### src/rtl/vga_capture_if.sv
// rtl/vga_capture_if.sv - capture control and buffer readout bus for vga_capture
interface vga_capture_if #(
  parameter int BUF_DEPTH = 64
);
  localparam int AW = $clog2(BUF_DEPTH);
  localparam int CW = AW + 1;

  logic [9:0]    cap_x;
  logic [9:0]    cap_y;
  logic [CW-1:0] cap_len;
  logic          cap_start;
  logic          cap_busy;
  logic          cap_done;
  logic [CW-1:0] cap_count;
  logic [AW-1:0] buf_addr;
  logic [11:0]   buf_rdata;

  modport master (
    output cap_x, cap_y, cap_len, cap_start, buf_addr,
    input  cap_busy, cap_done, cap_count, buf_rdata
  );

  modport slave (
    input  cap_x, cap_y, cap_len, cap_start, buf_addr,
    output cap_busy, cap_done, cap_count, buf_rdata
  );
endinterface

### src/rtl/vga_capture.sv
// rtl/vga_capture.sv - passive VGA sink: sync timing measurement, lock detect, pixel-run capture
// Optional visible-frame checksum enabled by defining VGA_CAPTURE_CHECKSUM_EN.
module vga_capture #(
  parameter int H_START   = 200,
  parameter int V_START   = 29,
  parameter int H_ACTIVE  = 800,
  parameter int V_ACTIVE  = 600,
  parameter int BUF_DEPTH = 64
) (
  input  logic        clk,
  input  logic        rst,
  input  logic [3:0]  vga_red,
  input  logic [3:0]  vga_green,
  input  logic [3:0]  vga_blue,
  input  logic        h_sync,
  input  logic        v_sync,
  vga_capture_if.slave cap,
  output logic [11:0] line_len,
  output logic [10:0] frame_lines,
  output logic        locked,
  output logic [15:0] frame_sum
);
  localparam int AW = $clog2(BUF_DEPTH);
  localparam int CW = AW + 1;
  localparam logic [11:0]   H_LO  = 12'(H_START);
  localparam logic [10:0]   V_LO  = 11'(V_START);
  localparam logic [CW-1:0] DEPTH = CW'(BUF_DEPTH);
  localparam logic [CW-1:0] ONE   = CW'(1);

  typedef enum logic [2:0] {IDLE, ARMED, SEEK, CAPTURE, DONE} state_e;

  logic [11:0] s_rgb_q;
  logic        s_hs_q, s_vs_q, prev_hs_q, prev_vs_q;
  logic        hs_fall, vs_fall;
  logic [11:0] h_cnt_q, h_cnt_d;
  logic [10:0] v_cnt_q, v_cnt_d;
  logic [11:0] line_len_q;
  logic [10:0] frame_lines_q;
  logic        locked_q, line_stable_q;

  state_e        state_q, state_d;
  logic [9:0]    cx_q, cx_d, cy_q, cy_d;
  logic [CW-1:0] len_q, len_d, count_q, count_d, req_len;
  logic          match, wr_en;
  logic [11:0]   mem_q [BUF_DEPTH];
  logic [11:0]   rdata_q;

  always_ff @(posedge clk) begin
    if (rst) begin
      s_rgb_q   <= '0;
      s_hs_q    <= 1'b1;
      s_vs_q    <= 1'b1;
      prev_hs_q <= 1'b1;
      prev_vs_q <= 1'b1;
    end else begin
      s_rgb_q   <= {vga_red, vga_green, vga_blue};
      s_hs_q    <= h_sync;
      s_vs_q    <= v_sync;
      prev_hs_q <= s_hs_q;
      prev_vs_q <= s_vs_q;
    end
  end

  assign hs_fall = prev_hs_q & ~s_hs_q;
  assign vs_fall = prev_vs_q & ~s_vs_q;

  // h_cnt_d / v_cnt_d are the counts belonging to the current sample; the _q
  // copies hold the previous sample's count, i.e. the length just finished.
  always_comb begin
    h_cnt_d = h_cnt_q;
    v_cnt_d = v_cnt_q;
    if (hs_fall)                h_cnt_d = '0;
    else if (h_cnt_q != 12'hFFF) h_cnt_d = h_cnt_q + 12'd1;
    if (vs_fall)                          v_cnt_d = '0;
    else if (hs_fall && v_cnt_q != 11'h7FF) v_cnt_d = v_cnt_q + 11'd1;
  end

  always_ff @(posedge clk) begin
    if (rst) begin
      h_cnt_q       <= 12'hFFF;
      v_cnt_q       <= 11'h7FF;
      line_len_q    <= '0;
      frame_lines_q <= '0;
      locked_q      <= 1'b0;
      line_stable_q <= 1'b0;
    end else begin
      h_cnt_q <= h_cnt_d;
      v_cnt_q <= v_cnt_d;
      if (hs_fall) line_len_q <= h_cnt_q + 12'd1;
      if (vs_fall) begin
        frame_lines_q <= v_cnt_q;
        locked_q      <= line_stable_q & (v_cnt_q == frame_lines_q) & (v_cnt_q != 11'd0);
        line_stable_q <= 1'b1;
      end else if (hs_fall && (h_cnt_q + 12'd1 != line_len_q)) begin
        line_stable_q <= 1'b0;
      end
    end
  end

  assign line_len    = line_len_q;
  assign frame_lines = frame_lines_q;
  assign locked      = locked_q;

  assign match   = (h_cnt_d == H_LO + {2'b00, cx_q}) && (v_cnt_d == V_LO + {1'b0, cy_q});
  assign req_len = (cap.cap_len > DEPTH) ? DEPTH : cap.cap_len;

  always_comb begin
    state_d = state_q;
    cx_d    = cx_q;
    cy_d    = cy_q;
    len_d   = len_q;
    count_d = count_q;
    wr_en   = 1'b0;
    case (state_q)
      IDLE, DONE: begin
        if (cap.cap_start) begin
          cx_d    = cap.cap_x;
          cy_d    = cap.cap_y;
          len_d   = req_len;
          count_d = '0;
          state_d = (req_len == '0) ? DONE : ARMED;
        end
      end
      ARMED: if (vs_fall) state_d = SEEK;
      SEEK: begin
        if (vs_fall) begin
          state_d = DONE;
        end else if (match) begin
          wr_en   = 1'b1;
          count_d = ONE;
          state_d = (len_q == ONE) ? DONE : CAPTURE;
        end
      end
      CAPTURE: begin
        // A new line ends the run; the sync-edge sample itself is not stored.
        if (hs_fall) begin
          state_d = DONE;
        end else begin
          wr_en   = 1'b1;
          count_d = count_q + ONE;
          if (count_q + ONE == len_q) state_d = DONE;
        end
      end
      default: state_d = IDLE;
    endcase
  end

  always_ff @(posedge clk) begin
    if (rst) begin
      state_q <= IDLE;
      cx_q    <= '0;
      cy_q    <= '0;
      len_q   <= '0;
      count_q <= '0;
    end else begin
      state_q <= state_d;
      cx_q    <= cx_d;
      cy_q    <= cy_d;
      len_q   <= len_d;
      count_q <= count_d;
    end
  end

  always_ff @(posedge clk) begin
    if (wr_en) mem_q[count_q[AW-1:0]] <= s_rgb_q;
  end

  always_ff @(posedge clk) begin
    if (rst) rdata_q <= '0;
    else     rdata_q <= mem_q[cap.buf_addr];
  end

  assign cap.cap_busy  = (state_q == ARMED) || (state_q == SEEK) || (state_q == CAPTURE);
  assign cap.cap_done  = (state_q == DONE);
  assign cap.cap_count = count_q;
  assign cap.buf_rdata = rdata_q;

`ifdef VGA_CAPTURE_CHECKSUM_EN
  localparam logic [11:0] H_HI = 12'(H_START + H_ACTIVE);
  localparam logic [10:0] V_HI = 11'(V_START + V_ACTIVE);
  logic [15:0] acc_q, frame_sum_q;
  logic        in_win;

  assign in_win = (h_cnt_d >= H_LO) && (h_cnt_d < H_HI) && (v_cnt_d >= V_LO) && (v_cnt_d < V_HI);

  always_ff @(posedge clk) begin
    if (rst) begin
      acc_q       <= '0;
      frame_sum_q <= '0;
    end else if (vs_fall) begin
      frame_sum_q <= acc_q;
      acc_q       <= '0;
    end else if (in_win) begin
      acc_q <= acc_q + {4'b0000, s_rgb_q};
    end
  end

  assign frame_sum = frame_sum_q;
`else
  assign frame_sum = '0;
`endif
endmodule

### src/flat_wrapper.sv
// flat-port wrapper written by rule: the top's interface ports become plain ports
module vga_capture_flat 
#(
  parameter int H_START   = 200,
  parameter int V_START   = 29,
  parameter int H_ACTIVE  = 800,
  parameter int V_ACTIVE  = 600,
  parameter int BUF_DEPTH = 64
)
  (clk, rst, vga_red, vga_green, vga_blue, h_sync, v_sync, line_len, frame_lines, locked, frame_sum, cap_cap_x, cap_cap_y, cap_cap_len, cap_cap_start, cap_buf_addr, cap_cap_busy, cap_cap_done, cap_cap_count, cap_buf_rdata);
  vga_capture_if #(.BUF_DEPTH(BUF_DEPTH)) cap_i ();
  input  logic clk;
  input  logic rst;
  input  logic [3:0] vga_red;
  input  logic [3:0] vga_green;
  input  logic [3:0] vga_blue;
  input  logic h_sync;
  input  logic v_sync;
  output logic [11:0] line_len;
  output logic [10:0] frame_lines;
  output logic locked;
  output logic [15:0] frame_sum;
  input wire logic [$bits(cap_i.cap_x)-1:0] cap_cap_x;
  input wire logic [$bits(cap_i.cap_y)-1:0] cap_cap_y;
  input wire logic [$bits(cap_i.cap_len)-1:0] cap_cap_len;
  input wire logic [$bits(cap_i.cap_start)-1:0] cap_cap_start;
  input wire logic [$bits(cap_i.buf_addr)-1:0] cap_buf_addr;
  output wire logic [$bits(cap_i.cap_busy)-1:0] cap_cap_busy;
  output wire logic [$bits(cap_i.cap_done)-1:0] cap_cap_done;
  output wire logic [$bits(cap_i.cap_count)-1:0] cap_cap_count;
  output wire logic [$bits(cap_i.buf_rdata)-1:0] cap_buf_rdata;
  assign cap_i.cap_x = cap_cap_x;
  assign cap_i.cap_y = cap_cap_y;
  assign cap_i.cap_len = cap_cap_len;
  assign cap_i.cap_start = cap_cap_start;
  assign cap_i.buf_addr = cap_buf_addr;
  assign cap_cap_busy = cap_i.cap_busy;
  assign cap_cap_done = cap_i.cap_done;
  assign cap_cap_count = cap_i.cap_count;
  assign cap_buf_rdata = cap_i.buf_rdata;
  vga_capture #(.H_START(H_START), .V_START(V_START), .H_ACTIVE(H_ACTIVE), .V_ACTIVE(V_ACTIVE), .BUF_DEPTH(BUF_DEPTH)) u_core (.clk(clk), .rst(rst), .vga_red(vga_red), .vga_green(vga_green), .vga_blue(vga_blue), .h_sync(h_sync), .v_sync(v_sync), .cap(cap_i), .line_len(line_len), .frame_lines(frame_lines), .locked(locked), .frame_sum(frame_sum));
endmodule
### config.mk
export PLATFORM = sky130hd
export DESIGN_NAME = vga_capture_flat
export DESIGN_NICKNAME = d
export VERILOG_FILES = /design/src/rtl/vga_capture_if.sv /design/src/rtl/vga_capture.sv /design/src/flat_wrapper.sv
export SDC_FILE = /design/constraint.sdc
export NUM_CORES = 1
export LEC_CHECK = 0
export CORE_ASPECT_RATIO = 1.5
export CORE_MARGIN = 1.5
export CORE_UTILIZATION = 38
export CTS_CLUSTER_DIAMETER = 100
export DETAILED_ROUTE_END_ITERATION = 10
export HOLD_SLACK_MARGIN = 0.15
export PLACE_DENSITY = 0.61
export SYNTH_ARGS = -nofsm -noshare
export SYNTH_HDL_FRONTEND = slang
export SYNTH_SLANG_ARGS = --single-unit
### constraint.sdc
create_clock -name clk -period 10.45 [get_ports clk]
set_clock_uncertainty 0.1 [all_clocks]
set_input_delay 2.09 -clock clk [delete_from_list [all_inputs] [get_ports clk]]
set_output_delay 2.09 -clock clk [all_outputs]
set_load 0.05 [all_outputs]
# After elaboration in Yosys (flattened, before gate mapping)
# Memory sizes are Yosys's and may differ from the RTL's. A register that Yosys moved wholly into a read port is not among the register bits.
# Index checks and enable logic that the tools add are counted.
word_totals:
  regBits: 101
  ram_bits: 768
  out_inout_bits: 61
  memories: 1
memory_table:
  columns: ["name", "depth", "word_bits", "rd", "rd_ports_with_merged_regs", "write_ports", "line_no", "source"]
  rows:
  - ["u_core.mem_q", 64, 12, 1, 1, 1, "vga_capture.sv:45", "logic [11:0] mem_q [BUF_DEPTH];"]
op_classes:
  n_addsub: 5
  n_lt_le_gt_ge: 1
  eq_ne: 19
  mux: 27
  bitwise_logic: 6
  reduce_logical: 14
op_table:
  columns: ["cell", "count"]
  rows:
  - ["$mux W7", 5]
  - ["$mux W12", 2]
  - ["$mux W3", 8]
  - ["$eq A11 B11 Y1", 2]
  - ["$mux W11", 2]
  - ["$pmux W7 S3", 1]
  - ["$add A12 B1 Y12 const B", 1]
  - ["$eq A12 B12 Y1", 1]
  - ["$ne A12 B12 Y1", 1]
  - ["$ne A12 B12 Y1 const B", 1]
  - ["$pmux W3 S4", 1]
  - ["$add A11 B1 Y11 const B", 1]
  - ["$add A5 B10 Y11 const A", 1]
  - ["$add A8 B10 Y11 const A", 1]
  - ["$ne A11 B11 Y1 const B", 1]
  - ["$reduce_bool A11 Y1", 1]
  - ["$add A7 B1 Y7 const B", 1]
  - ["$eq A7 B1 Y1 const B", 1]
  - ["$eq A7 B7 Y1", 1]
  - ["$gt A7 B7 Y1 const B", 1]
  - ["$logic_not A7 Y1", 1]
  - ["$mux W1", 7]
  - ["$eq A3 B2 Y1 const B", 2]
  - ["$ne A2 B2 Y1 const B", 3]
  - ["other kinds (16)", 25]

# Longest topological paths before layout
# Gate-level depths: netlist of run 1.
depth:
  ltp_word: 12
  mapped_depth: 13
  depth_no_buf: 11

# Least setup slack after synthesis of run 1
# OpenSTA, ideal clock, no wires.
synth_path:
  path_type: "input-to-reg"
  from: "input port cap_buf_addr[0]"
  to: "register u_core.rdata_q[0] (netlist: u_core.cap.buf_rdata[0]), read port of u_core.mem_q"
  setup_ns: 0.128
  t_arrival_ns: 4.663
  required_ns: 10.222
  path_slack_ns: 5.559
  path_stages: 7
  path_buffers: 3
  path_cell_list: "clkbuf_1 > clkbuf_1 > buf_1 > mux4_2 > mux4_2 > mux4_2 > nor2b_1"
synth_rtl:
  columns: ["item", "line_no", "source"]
  rows:
  - ["start, declared", "flat_wrapper.sv:27", "input wire logic [$bits(cap_i.buf_addr)-1:0] cap_buf_addr;"]
  - ["end, declared", "vga_capture.sv:46", "logic [11:0] rdata_q;"]

# Final worst setup path of run 1
layout_path:
  from: "register u_core.v_cnt_q[0]"
  to: "memory u_core.mem_q[7][5], enable pin"
layout_via:
  elab_chain_cells: 11
layout_lines:
  columns: ["item", "line_no", "source"]
  rows:
  - ["start, declared", "vga_capture.sv:36", "logic [10:0] v_cnt_q, v_cnt_d;"]
  - ["start signal, assigned", "vga_capture.sv:88", "v_cnt_q <= v_cnt_d;"]
  - ["branches (longest 2 deep; another with $add A11 B1 Y11)", null, null]
  - ["$mux W11 (*)", "vga_capture.sv:75", "else if (hs_fall && v_cnt_q != 11'h7FF) v_cnt_d = v_cnt_q + 11'd1;"]
  - ["$mux W11 (*)", "vga_capture.sv:74", "if (vs_fall) v_cnt_d = '0;"]
  - ["$eq A11 B11 Y1 (*)", "vga_capture.sv:104", "assign match = (h_cnt_d == H_LO + {2'b00, cx_q}) && (v_cnt_d == V_LO + {1'b0, cy_q});"]
  - ["$logic_and A1 B1 Y1 (*)", "vga_capture.sv:104", null]
  - ["$mux W1 (*)", "vga_capture.sv:128", "end else if (match) begin"]
  - ["$mux W1 (*)", "vga_capture.sv:126", "if (vs_fall) begin"]
  - ["$pmux W1 S2 (*)", "vga_capture.sv:114", "case (state_q)"]
  - ["$mux W1 (*)", "vga_capture.sv:165", "if (wr_en) mem_q[count_q[AW-1:0]] <= s_rgb_q;"]
  - ["$mux W1 (not written as such) (*)", "vga_capture.sv:165", null]
  - ["end, declared", "vga_capture.sv:45", null]
# Every way passes the cells marked *.

==> impl_metrics.tcl, run 1 <==
set metrics [dict create \
    wl_per_cell_um 27.3 \
    die-area_um2 95400 \
    power_frac_clock 0.399 \
    worstPathArrival_ns 5.37 \
    crit_buf_inv 1 \
    p_int_w 0.00593 \
    area.growth.synth_to_final_pct 15.4 \
    ir_drop_mv 0.150 \
    r2r_slack_ns 5.26 \
    timing.slew.headroom 0.130 \
    pwr-share-comb 0.094 \
    num_io_pins 111 \
    synth_area_um2 35600 \
    drive_above_1_share 0.261 \
    final_common_cell "edfxtp_1" \
    top_usage_layer "met2" \
    multiInputGateArea_um2 9930 \
    synth.top_cell.area_share 0.649 \
    fin_nets 2044 \
    ctsResizeCount 0 \
    initial_core_util 0.383 \
    layout.cells.non_filler 3306 \
    synth_area_leaders "edfxtp_1 65%, mux4_2 16%, dfxtp_1 6.4%" \
    reg2reg_depth 11 \
    worstPathRequired_ns 10.63 \
    clock.fmax_mhz 193 \
    synth-async-reset-ratio 0 \
    setup_viol 0 \
    r2r_start "u_core.v_cnt_q[0]" \
    synth_cell_type_count 73 \
    end_kind "register" \
    yosysTopAreaCell "edfxtp_1" \
    path_class "reg2reg" \
    num_rows 137 \
    grtUsageMet1 0.222 \
    cts_made_buffers 84 \
    switching_share 0.240 \
    cts_buffer_depth 3 \
    first_pass_iters 6 \
    period_minus_slack_ns 5.19 \
    drt-initial-drc-count 1442 \
    grt_max_degree 95 \
    die_h_um 378 \
    finalWirelength_um 90200 \
    met3_usage 0.0289 \
    portBuffers 94 \
    antenna_left 0 \
    start_kind "register" \
    cts_root_buf "clkbuf_16" \
    gp_congestion 0.802 \
    route.detailed.drc 0 \
    cts_tree "yes" \
    p_leak_nw 13.1 \
    status "finished clean" \
    hp-start "u_core.cy_q[9]" \
    hold_viol 0 \
    switching_power_w 0.00187 \
    power_density_nw_per_um2 190 \
    htree_levels 3 \
    grt_use_met2 0.351 \
    syn_inst 1881 \
    dr_total_vias 18100 \
    synth_edf_count 768 \
    chipWidth_um 253 \
    p_seq_frac 0.507 \
    grt_pass1_vias 18900 \
    period_share 0.497 \
    viasPerCell 5.49 \
    drv_cap 0 \
    cts_setup_buffers 0 \
    worst_hold_path.endpoint "u_core.cy_q[9]" \
    synth.ff_latch_count 881 \
    crit_chain "ha_1, nand3_2, or4_1, a31oi_1, xnor2_1, o311ai_0, nor4_1, nand4_2, o21a_4, buf_4, nor3_4" \
    antenna_found_initial 1 \
    yosys_warnings 0 \
    min_path_cells 2 \
    synth_ff_type "edfxtp_1" \
    critPathTopFamily "simple AND/OR/NAND/NOR gates" \
    critical_path.slowest_cell "nor3_4" \
    rsz0062_at_grt "no" \
    place_inst 3152 \
    hold_buffers 0 \
    n_antenna_cell 0 \
    clk-insertion-delay-late_ns 0.67 \
    avgSynthCellArea_um2 18.9 \
    cp_max_fo 55 \
    dp_hpwl_um 55400 \
    tightest_slew_ns 1.31 \
    slew_viol_final 0 \
    r2r_end "u_core.mem_q[7][5]" \
    hold_class "reg2reg" \
    clk_pin_slew_ns 0.06 \
    grt_first_pass_wirelength_um 131000 \
    seq_area_um2 25300 \
    core_region_area_um2 92900 \
    cts_sinks 881 \
    cpPeakStageDelay_ns 0.99 \
    overflow 0 \
    layout_common_cells "768 x edfxtp_1, 252 x mux4_2, 102 x nand2_1, 101 x dfxtp_1, 89 x clkdlybuf4s50_1" \
    seq_area_frac_synth 0.712 \
    setup_tns_ns 0 \
    fillers 8029 \
    grt.total_usage 0.193 \
]
## power groups by stage
stage	logic (W)	clock network [W]	registers, W
finish	0.000730	0.00311	0.00396
global route	0.000783	0.00330	0.00396
CTS	0.000739	0.00317	0.00396
detailed placement	0.000735	0	0.00403
global placement	0.000724	0	0.00403
floorplan	0.000476	0	0.00404
## kinds of logic (layout without fill, tap and decap cells)
group                      after synthesis  count (layout)  synth area share
AOI/OAI and AO/OA                      147             147            0.0274
muxes                                  255             255             0.160
DFF                                    881             881             0.712
adders and majority gates                6               6           0.00211
other                                    1              16          0.000105
and+or+nand+nor                        378             378            0.0614
buffers and inverters                  144             303            0.0189
xor gates and xnor gates                69              69            0.0172
## cells in the mapped netlist, types with 9 or more instances
master / count
edfxtp_1: 768
mux4_2: 252
dfxtp_1: 113
nand2_1: 102
clkbuf_1: 70
a21oi_1: 66
xnor2_1: 51
nor3_1: 42
nor3_2: 41
nor2_1: 36
buf_1: 31
nor2b_1: 29
nand3_1: 19
or2_2: 19
a211oi_1: 18
buf_4: 18
xor2_1: 17
nand2b_1: 14
o21ai_0: 14
nand3b_1: 12
and3_1: 10
buf_2: 9
inv_1: 9
## how the worst max path moves through the flow
stage,depth (start not counted),end,startpoint,slack [ns]
floorplan,7,u_core.cap.buf_rdata[0],cap_buf_addr[0],5.56
global placement,6,u_core.cap.buf_rdata[2],cap_buf_addr[0],4.55
detailed placement,6,u_core.cap.buf_rdata[7],cap_buf_addr[0],4.53
CTS,11,u_core.mem_q[22][4],u_core.v_cnt_q[0],5.04
global route,6,u_core.cap.buf_rdata[7],cap_buf_addr[0],5.13
finish,11,u_core.mem_q[7][5],u_core.v_cnt_q[0],5.26
## state kept, by name (all words and copies together), names as in the netlist, 3 cells and up
| register | count |
|---|---|
| u_core.s_rgb_q | 12 |
| u_core.v_cnt_q | 11 |
| u_core.len_q | 7 |
| u_core.state_q | 3 |
| u_core.h_cnt_q | 12 |
| u_core.line_len | 12 |
| u_core.cx_q | 10 |
| u_core.frame_lines | 11 |
| u_core.cap.cap_count | 7 |
| u_core.cap.buf_rdata | 12 |
| u_core.mem_q | 768 |
| u_core.cy_q | 10 |
## per-stage QoR
stage	util	hold WS, ns	total power, W	worst slack [ns]	cell area [um2]
floorplan	-	0.329	0.00452	5.56	35600
global placement	0.410	0.343	0.00475	4.55	38100
detailed placement	0.411	0.352	0.00477	4.53	38200
CTS	0.441	0.361	0.00786	5.04	41000
global route	0.441	0.380	0.00804	5.13	41000
finish	0.441	0.361	0.00780	5.26	41000
## layout make-up
| cell class | count | area share |
|---|---|---|
| clock buffers | 99 | 0.0536 |
| inverters | 9 | 0.000824 |
| multi-input cells | 871 | 0.242 |
| repair buffers | 141 | 0.0322 |
| clock inverters | 54 | 0.0152 |
| well taps | 1251 | 0.0382 |
| flip-flops and latches | 881 | 0.618 |
## worst reg2reg max path, cell delays in order (launching register included)
cell and delay [ns]:
dfxtp_1 0.47, ha_1 0.33, nand3_2 0.17, or4_1 0.56, a31oi_1 0.30, xnor2_1 0.27, o311ai_0 0.23, nor4_1 0.28
nand4_2 0.22, o21a_4 0.33, buf_4 0.46, nor3_4 1.08
## per-layer routing
layer / share of wire / wire length (um)
met1: 0.36 / 32700
met2: 0.54 / 48800
met3: 0.054 / 4830
met4: 0.044 / 3930
met5: 0.00014 / 13
No activity file was read; power rests on OpenSTA's default activity.
==> run 2, diff against run 1 <==
==> constraint.sdc (replaced) <==
create_clock -name clk -period 5.05 [get_ports clk]
set_clock_uncertainty 0.1 [all_clocks]
set_input_delay 1.01 -clock clk [delete_from_list [all_inputs] [get_ports clk]]
set_output_delay 1.01 -clock clk [all_outputs]
set_load 0.05 [all_outputs]
==> impl_metrics.tcl, run 2 (synthesized netlist as in run 1, its figures left out) <==
set metrics [dict create \
    place_ws_ns 0.608 \
    grt.total_usage 0.185 \
    cp-startpoint "u_core.h_cnt_q[0]" \
    start_kind "register" \
    num_io_pins 111 \
    place_area_um2 38400 \
    critical_path.slowest_cell "nor3_1" \
    fin_nets 2093 \
    wl_per_cell_um 25.9 \
    crit_chain "ha_1, nand3_1, or3_1, xnor2_2, o21ai_0, o311ai_0, nor4_1, nand4_2, o21a_4, nor3_1, buf_4" \
    crit_buf_inv 1 \
    power_frac_clock 0.402 \
    grt_max_degree 67 \
    fin_ws_ns 0.577 \
    num_rows 137 \
    drt-initial-drc-count 1397 \
    clk-insertion-delay-late_ns 0.68 \
    cpPeakStageDelay_ns 0.74 \
    p_leak_nw 13.0 \
    period_minus_slack_ns 4.47 \
    slew_viol_final 0 \
    gp_congestion 0.885 \
    setup_viol 0 \
    cts_root_buf "clkbuf_16" \
    hold_viol 0 \
    core_region_area_um2 92900 \
    fin_area_um2 41200 \
    portBuffers 94 \
    clock.fmax_mhz 224 \
    cts_made_buffers 85 \
    route.detailed.drc 0 \
    timing.slew.headroom 0.167 \
    layout_common_cells "768 x edfxtp_1, 252 x mux4_2, 102 x nand2_1, 101 x dfxtp_1, 91 x buf_4" \
    grt_first_pass_wirelength_um 129000 \
    cts_setup_buffers 0 \
    hp-start "u_core.cx_q[0]" \
    grt_pass1_vias 18800 \
    area.growth.synth_to_final_pct 16.0 \
    htree_levels 3 \
    dr_total_vias 18100 \
    final_common_cell "edfxtp_1" \
    cts_sinks 881 \
    path_class "reg2reg" \
    drive_above_1_share 0.278 \
    die-area_um2 95400 \
    chipWidth_um 253 \
    die_h_um 378 \
    critPathTopFamily "simple AND/OR/NAND/NOR gates" \
    fillers 7993 \
    multiInputGateArea_um2 9700 \
    antenna_left 0 \
    hold_class "reg2reg" \
    r2r_start "u_core.h_cnt_q[0]" \
    period_share 0.886 \
    cts_buffer_depth 3 \
    switching_share 0.238 \
    seq_area_um2 25400 \
    p_int_w 0.0124 \
    rsz0062_at_grt "no" \
    pwr-share-comb 0.094 \
    cts_tree "yes" \
    viasPerCell 5.40 \
    dp_hpwl_um 55900 \
    power_density_nw_per_um2 395 \
    status "finished clean" \
    tightest_slew_ns 1.25 \
    clk_pin_slew_ns 0.06 \
    initial_core_util 0.383 \
    worstPathArrival_ns 4.76 \
    first_pass_iters 5 \
    largest_reg_flops 768 \
    drv_cap 0 \
    worstPathRequired_ns 5.33 \
    p_seq_frac 0.503 \
    ir_drop_mv 0.290 \
    ctsResizeCount 0 \
    setup_tns_ns 0 \
    n_antenna_cell 0 \
    antenna_found_initial 0 \
    switching_power_w 0.00388 \
    hold_buffers 0 \
    end_kind "register" \
    overflow 0 \
    finalWirelength_um 86800 \
    cp_max_fo 24 \
]
[run 2: cell count changes in the layout (fill, tap and decap cells not counted), moves of 3 or more]
cell / previous run / this run
buf_12: 0 / 6
dfxtp_4: 0 / 6
inv_6: 5 / 1
buf_6: 5 / 1
clkinv_4: 2 / 6
clkbuf_16: 85 / 88
buf_4: 44 / 91
nor3_2: 18 / 56
nor3_4: 38 / 0
dfxtp_2: 12 / 6
clkinvlp_2: 3 / 0
[run 2: cell type report]
type                    count  area share
clock inverters            55      0.0146
well taps                1251      0.0380
multi-input cells         871       0.235
repair buffers            189      0.0419
inverters                   9    0.000819
flip-flops and latches    881       0.615
clock buffers             100      0.0545
[run 2: metal layers]
| layer | track usage | share of wire | routed length (um) | vias to the layer above |
|---|---|---|---|---|
| li1 | - | - | - | 7884 |
| met1 | 0.228 | 0.39 | 34200 | 9575 |
| met2 | 0.330 | 0.53 | 46000 | 539 |
| met3 | 0.0301 | 0.051 | 4400 | 122 |
| met4 | 0.0603 | 0.025 | 2150 | 0 |
| met5 | 0 | 0 | 0 | - |
[run 2: metrics by stage]
step,hold slack (ns),cells,utilization,total power (W)
after global routing,0.395,3356,0.444,0.0168
final,0.373,3356,0.444,0.0163
after global placement,0.357,3201,0.413,0.00987
after CTS,0.373,3356,0.444,0.0164
after detailed placement,0.357,3201,0.413,0.00989
after floorplan,0.329,1896,-,0.00935
[run 2: final timing paths]
kind,to,slack (ns),depth (start not counted)
hold reg to reg,u_core.cx_q[0],0.37,2
hold / removal,u_core.cx_q[0],0.37,2
setup / recovery,u_core.mem_q[51][3],0.58,11
setup reg to reg,u_core.mem_q[51][3],0.58,11
[run 2: power by group through the flow]
stage	combinational [W]	clock [W]	sequential (W)
6_report	0.00153	0.00655	0.00819
4_1_cts	0.00155	0.00669	0.00819
5_1_grt	0.00164	0.00695	0.00821
2_1_floorplan	0.000984	0	0.00837
3_5_place_dp	0.00154	0	0.00835
3_3_place_gp	0.00153	0	0.00834
[run 2: tightest hold or removal path, stage by stage (launching register included)]
cell and delay, ns:
dfxtp_1 0.32, nand2_1 0.06, a21oi_1 0.05
